### src/rtl/noc_flit_pkg.sv
// Shared flit encodings and injector state type for the NoC input port.
// Latency: n/a; backpressure: n/a.
package noc_flit_pkg;

    localparam int LEN_W = 12;

    localparam logic [2:0] FLIT_IDLE = 3'b000;
    localparam logic [2:0] FLIT_HEAD = 3'b001;
    localparam logic [2:0] FLIT_BODY = 3'b010;
    localparam logic [2:0] FLIT_TAIL = 3'b100;

    typedef enum logic [1:0] {
        IDLE    = 2'd0,
        HEADER  = 2'd1,
        PAYLOAD = 2'd2
    } inj_state_t;

endpackage

### src/rtl/noc_flit_fifo.sv
// Show-ahead payload FIFO; head is valid the cycle after a write into an empty FIFO.
// Latency: 1 cycle write-to-head; backpressure: full blocks pushes, even with a same-cycle pop.
module noc_flit_fifo #(
    parameter int DATA_W     = 32,
    parameter int FIFO_DEPTH = 8
) (
    input  logic              clk,
    input  logic              rst,
    input  logic              push,
    input  logic [DATA_W-1:0] push_data,
    input  logic              pop,
    output logic [DATA_W-1:0] head,
    output logic              full,
    output logic              empty
);

    localparam int AW = $clog2(FIFO_DEPTH);

    logic [AW:0]       wr_ptr;
    logic [AW:0]       rd_ptr;
    logic [DATA_W-1:0] mem [FIFO_DEPTH];
    logic              do_push;
    logic              do_pop;

    assign do_push = push && !full;
    assign do_pop  = pop && !empty;

    // Extra pointer bit distinguishes full from empty when the indices match.
    assign empty = (wr_ptr == rd_ptr);
    assign full  = (wr_ptr[AW] != rd_ptr[AW]) && (wr_ptr[AW-1:0] == rd_ptr[AW-1:0]);
    assign head  = mem[rd_ptr[AW-1:0]];

    always_ff @(posedge clk or posedge rst) begin
        if (rst) begin
            wr_ptr <= '0;
            rd_ptr <= '0;
        end else begin
            if (do_push) wr_ptr <= wr_ptr + 1'b1;
            if (do_pop)  rd_ptr <= rd_ptr + 1'b1;
        end
    end

    always_ff @(posedge clk) begin
        if (do_push) mem[wr_ptr[AW-1:0]] <= push_data;
    end

endmodule

### src/rtl/noc_packet_injector.sv
// Router input port: turns a descriptor plus buffered payload into head/body/tail flits.
// Latency: req one cycle after descriptor accept; backpressure: holds on grant loss, drops req when starved.
module noc_packet_injector
    import noc_flit_pkg::*;
#(
    parameter int DATA_W     = 32,
    parameter int FIFO_DEPTH = 8
) (
    input  logic              clk,
    input  logic              rst,
    input  logic              desc_valid,
    output logic              desc_ready,
    input  logic [LEN_W-1:0]  desc_length,
    input  logic [DATA_W-1:0] desc_header,
    input  logic              wr_valid,
    output logic              wr_ready,
    input  logic [DATA_W-1:0] wr_data,
    output logic              req,
    input  logic              grant,
    output logic [2:0]        flit_id,
    output logic [LEN_W-1:0]  length,
    output logic [DATA_W-1:0] flit_data,
    output logic              busy
);

    inj_state_t        state_q;
    inj_state_t        state_d;
    logic [LEN_W-1:0]  length_q;
    logic [LEN_W-1:0]  remaining_q;
    logic [DATA_W-1:0] header_q;
    logic [DATA_W-1:0] fifo_head;
    logic              fifo_full;
    logic              fifo_empty;
    logic              pop;
    logic              desc_acc;

    noc_flit_fifo #(
        .DATA_W     (DATA_W),
        .FIFO_DEPTH (FIFO_DEPTH)
    ) u_fifo (
        .clk       (clk),
        .rst       (rst),
        .push      (wr_valid),
        .push_data (wr_data),
        .pop       (pop),
        .head      (fifo_head),
        .full      (fifo_full),
        .empty     (fifo_empty)
    );

    assign wr_ready = !fifo_full;
    assign length   = length_q;
    assign busy     = (state_q != IDLE);
    assign desc_acc = desc_valid && desc_ready;

    always_comb begin
        state_d    = state_q;
        req        = 1'b0;
        flit_id    = FLIT_IDLE;
        flit_data  = '0;
        desc_ready = 1'b0;
        pop        = 1'b0;
        case (state_q)
            IDLE: begin
                desc_ready = 1'b1;
                if (desc_valid) state_d = HEADER;
            end
            HEADER: begin
                req       = 1'b1;
                flit_id   = FLIT_HEAD;
                flit_data = header_q;
                if (grant) state_d = (length_q == '0) ? IDLE : PAYLOAD;
            end
            PAYLOAD: begin
                // An empty FIFO releases the arbiter rather than stalling it.
                req       = !fifo_empty;
                flit_id   = (remaining_q == LEN_W'(1)) ? FLIT_TAIL : FLIT_BODY;
                flit_data = fifo_head;
                if (!fifo_empty && grant) begin
                    pop = 1'b1;
                    if (remaining_q == LEN_W'(1)) state_d = IDLE;
                end
            end
            default: state_d = IDLE;
        endcase
    end

    always_ff @(posedge clk or posedge rst) begin
        if (rst) begin
            state_q     <= IDLE;
            length_q    <= '0;
            remaining_q <= '0;
            header_q    <= '0;
        end else begin
            state_q <= state_d;
            if (desc_acc) begin
                length_q    <= desc_length;
                remaining_q <= desc_length;
                header_q    <= desc_header;
            end else if (pop && remaining_q != '0) begin
                remaining_q <= remaining_q - 1'b1;
            end
        end
    end

endmodule

### config.mk
export PLATFORM = sky130hd
export DESIGN_NAME = noc_packet_injector
export DESIGN_NICKNAME = d
export VERILOG_FILES = /design/src/rtl/noc_flit_pkg.sv /design/src/rtl/noc_flit_fifo.sv /design/src/rtl/noc_packet_injector.sv
export SDC_FILE = /design/constraint.sdc
export NUM_CORES = 1
export LEC_CHECK = 0
export ABC_AREA = 1
export CORE_UTILIZATION = 55
export DETAILED_ROUTE_END_ITERATION = 16
export PLACE_DENSITY = 0.77
export SETUP_SLACK_MARGIN = 0.05
export SKIP_LAST_GASP = 1
export SYNTH_ARGS = -nofsm -noshare
export SYNTH_HDL_FRONTEND = slang
export SYNTH_SLANG_ARGS = --single-unit
### constraint.sdc
create_clock -name clk -period 5.1 [get_ports clk]
set_clock_uncertainty 0.15 [all_clocks]
set_input_delay 1.02 -clock clk [delete_from_list [all_inputs] [get_ports clk]]
set_output_delay 1.02 -clock clk [all_outputs]
set_load 0.01 [all_outputs]
==> impl_results.md <==
* Post-CTS setup buffers at 0
* CP cell instances: buf_4 > nor2_1 > nor2_1 > o21ai_0 > nand3_1 > nand3_1 > a21oi_1 > clkdlybuf4s50_1
* Final Max Slew Viols at 0
* Design area at 0.0164 mm2
* Clock root buffer: clkbuf_16
* Logic pwr share at 35.1%
* Syn_nets at 1358
* Pint at 0.00605 W
* GR Overflow Total at 0
* Worst min-delay path class: reg2reg
* Dpl cells at 1672
* Largest net degree at the start of global routing at 71
* Post-CTS Resized at 0
* RD Place Congestion at 0.811
* Crit Reg-Reg Endpoint: u_fifo.mem[3][8]
* Top FF cell, synth: edfxtp_1
* I/O pin count at 132
* WL met1 at 13.6 mm
* CP Class: reg2out
* Area grow syn2layout at 19.9%
* Full die area at 0.0256 mm2
* Worst r2r path cells at 11
* Slowest stage delay, CP at 840 ps
* Vias in the first global route at 9480
* # H-tree levels at 2
* Crit-path max FO at 59
* Maxcap violations at 0
* Switching Power at 0.00350 W
* Syn Inst Count at 1267
* I/O Buffers at 131
* Initial antenna violation count at 1
* Die Y at 160 um
* Clock buffer depth at 3
* Total CTS buffers at 35
* Tot GR Track Use at 25.6%
* Cell with the most instances after synthesis: edfxtp_1
* Routed length on met2 at 15.4 mm
* Sw Share at 36.6%
* Area fraction of the dominant cell type after synthesis at 56.1%
* Critical Path RT at 3930 ps
* Worst skew pair latency at 510 ps
* Status: complete, no violations
* Sequential fraction of the synthesis area at 68.2%
* PwrDens at 581 mW/mm2
* Clk sinks at 322
* Post-synthesis async set-or-reset flop share at 20.5%
* Mapped Avg Cell Area at 10.8 um2
* Die Width at 160 um
* Flop2flop setup slack at 1390 ps
* Fin cells at 1736
* Setup violators final at 0
* P_leak at 6.19 nW
* Area contributors post-synth: edfxtp_1, dfrtp_1, nand2_1
* Top routing layer used: met4
* Detailed-route wire length at 32.4 mm
* #FFs+latches synth at 322
* Met3 Wirelength at 2.79 mm
* Shortest period the worst path allows at 4570 ps
* Worst path bufs/invs at 2
* Hold_buf cts at 0
* Worst EP arrival at 3400 ps
* CP Capture Type: primary output
* Hold path depth at 2
* Reg2reg start: u_fifo.rd_ptr[0]
* Least-Margin Pin Slew at 859 ps
* RSZ-0062 raised after global routing: no
* Pre-Repair DR Iteration Count at 6
* Share of cells above drive strength 1 at 7.65%
* WL/cell at 18.7 um
* Worst path slowest cell: dfrtp_4
* Post-DRT Antenna Nets at 0
* DR vias at 9755
* EDFF count, synth at 256
* Initial Util at 56.2%
* Post-synth top area cell: edfxtp_1
* Cell Area, Placed at 0.0153 mm2
* Top cells by count, synth: edfxtp_1, nand2_1, nor2_1
* Unique masters post-synth at 34
* Sequential power share at 39.2%
* Row cnt at 57
* Post-DP HPWL at 19.0 mm
* Vias per cell at 5.62
* Final nets at 1476
* Yosys warning count at 0
* FMAX at 219 MHz
* Crit share post-route at 89.6%
* Number of fill cells at 1748
* HP Start: header_q[14]
* # DRC at 0
* CP startpoint kind: flop
* Rel. slew slack at 42.6%
* Iteration-0 DRC Markers at 1083
* Hold EP: header_q[14]
* Hold Fails Final Rpt at 0
* Clock Power Share at 25.8%
* Core area at 0.0244 mm2
* TNS Setup at 0 ps
* First-pass GRT wire length at 50.7 mm
* Family with the most delay on the worst path: buffers and inverters
* CTS tree: built
* Post-Syn Area at 0.0137 mm2
* Maximum vdd drop at 0.384 mV
* Worst-path clk slew at 60 ps
[kinds of logic after synthesis]
logic type                 share of synthesized area [%]
and+or+nand+nor                                     15.8
buffers and inverters                               5.01
adders and majority gates                          0.913
AOI/OAI and AO/OA                                   9.82
xor gates and xnor gates                           0.256
DFF                                                 68.2
[layout by cell type, fill, tap and decap left out, types with 3 or more instances in the layout]
cell	netlist	layout
edfxtp_1	256	256
nand2_1	229	229
nor2_1	185	177
o21ai_0	137	137
clkdlybuf4s50_1	0	131
nand3_1	98	98
inv_1	77	76
dfrtp_1	66	63
a21oi_1	51	51
clkbuf_16	0	39
o21ai_1	26	26
o211ai_1	23	23
buf_4	7	21
a21oi_2	10	10
ha_1	10	10
nor2_4	1	9
clkinv_1	1	8
clkbuf_1	34	7
inv_2	5	6
nand2_2	5	5
clkinv_2	0	3
[power groups by stage]
stage               Clock [W]  Combinational (W)  Sequential [W]
floorplan                   0            0.00231         0.00364
global placement            0            0.00322         0.00376
detailed placement          0            0.00331         0.00378
CTS                   0.00249            0.00334         0.00374
global route          0.00260            0.00372         0.00380
finish                0.00246            0.00335         0.00374
[layout make-up]
class	instances	area, um2	share of cell area [%]
repair buffers	153	1490	9.06
inverters	83	312	1.90
diodes	1	2.50	0.0152
flip-flops and latches	322	9350	56.9
well taps	324	405	2.47
multi-input cells	790	3740	22.7
clock buffers	47	1020	6.18
clock inverters	16	128	0.777
[per-layer routing]
layer | global-route usage [%] | vias up
met2 | 41.8 | 436
met5 | 0 | -
met4 | 7.23 | 0
li1 | - | 4578
met1 | 35.5 | 4682
met3 | 4.57 | 59
[per-stage QoR]
stage	hold WS [ps]	utilization, %	power [W]	setup slack (ps)
after global placement	311	62.7	0.00698	1240
after detailed placement	317	62.7	0.00709	1150
after global routing	339	67.4	0.0101	329
after CTS	331	67.4	0.00957	602
after floorplan	299	-	0.00595	1900
final	327	67.4	0.00955	530
[worst register-to-register path, cell delays in order (launching register included)]
cell	delay, ps
dfrtp_4	720
inv_2	440
buf_12	340
nand2_1	130
nand2_2	100
nor2_4	50
nand4_2	70
nand2_2	120
inv_2	130
nand2_1	200
nor2_4	430
buf_4	470
[sequential cells by signal, indices dropped and copies added, names as in the netlist]
register / cells
u_fifo.rd_ptr: 4
u_fifo.mem: 256
state_q: 2
length: 12
remaining_q: 12
u_fifo.wr_ptr: 4
header_q: 32
[worst max path at each step]
stage	startpoint	slack (ps)	end	cells past startpoint
2_1_floorplan	wr_valid	1900	u_fifo.mem[1][0]	4
3_3_place_gp	u_fifo.rd_ptr[0]	1240	flit_data[1]	8
3_5_place_dp	u_fifo.rd_ptr[0]	1150	flit_data[1]	8
4_1_cts	u_fifo.rd_ptr[0]	600	flit_data[1]	8
5_1_grt	u_fifo.rd_ptr[0]	330	flit_data[12]	8
6_report	u_fifo.rd_ptr[0]	530	flit_data[1]	8
(Power assumes the default switching activity.)
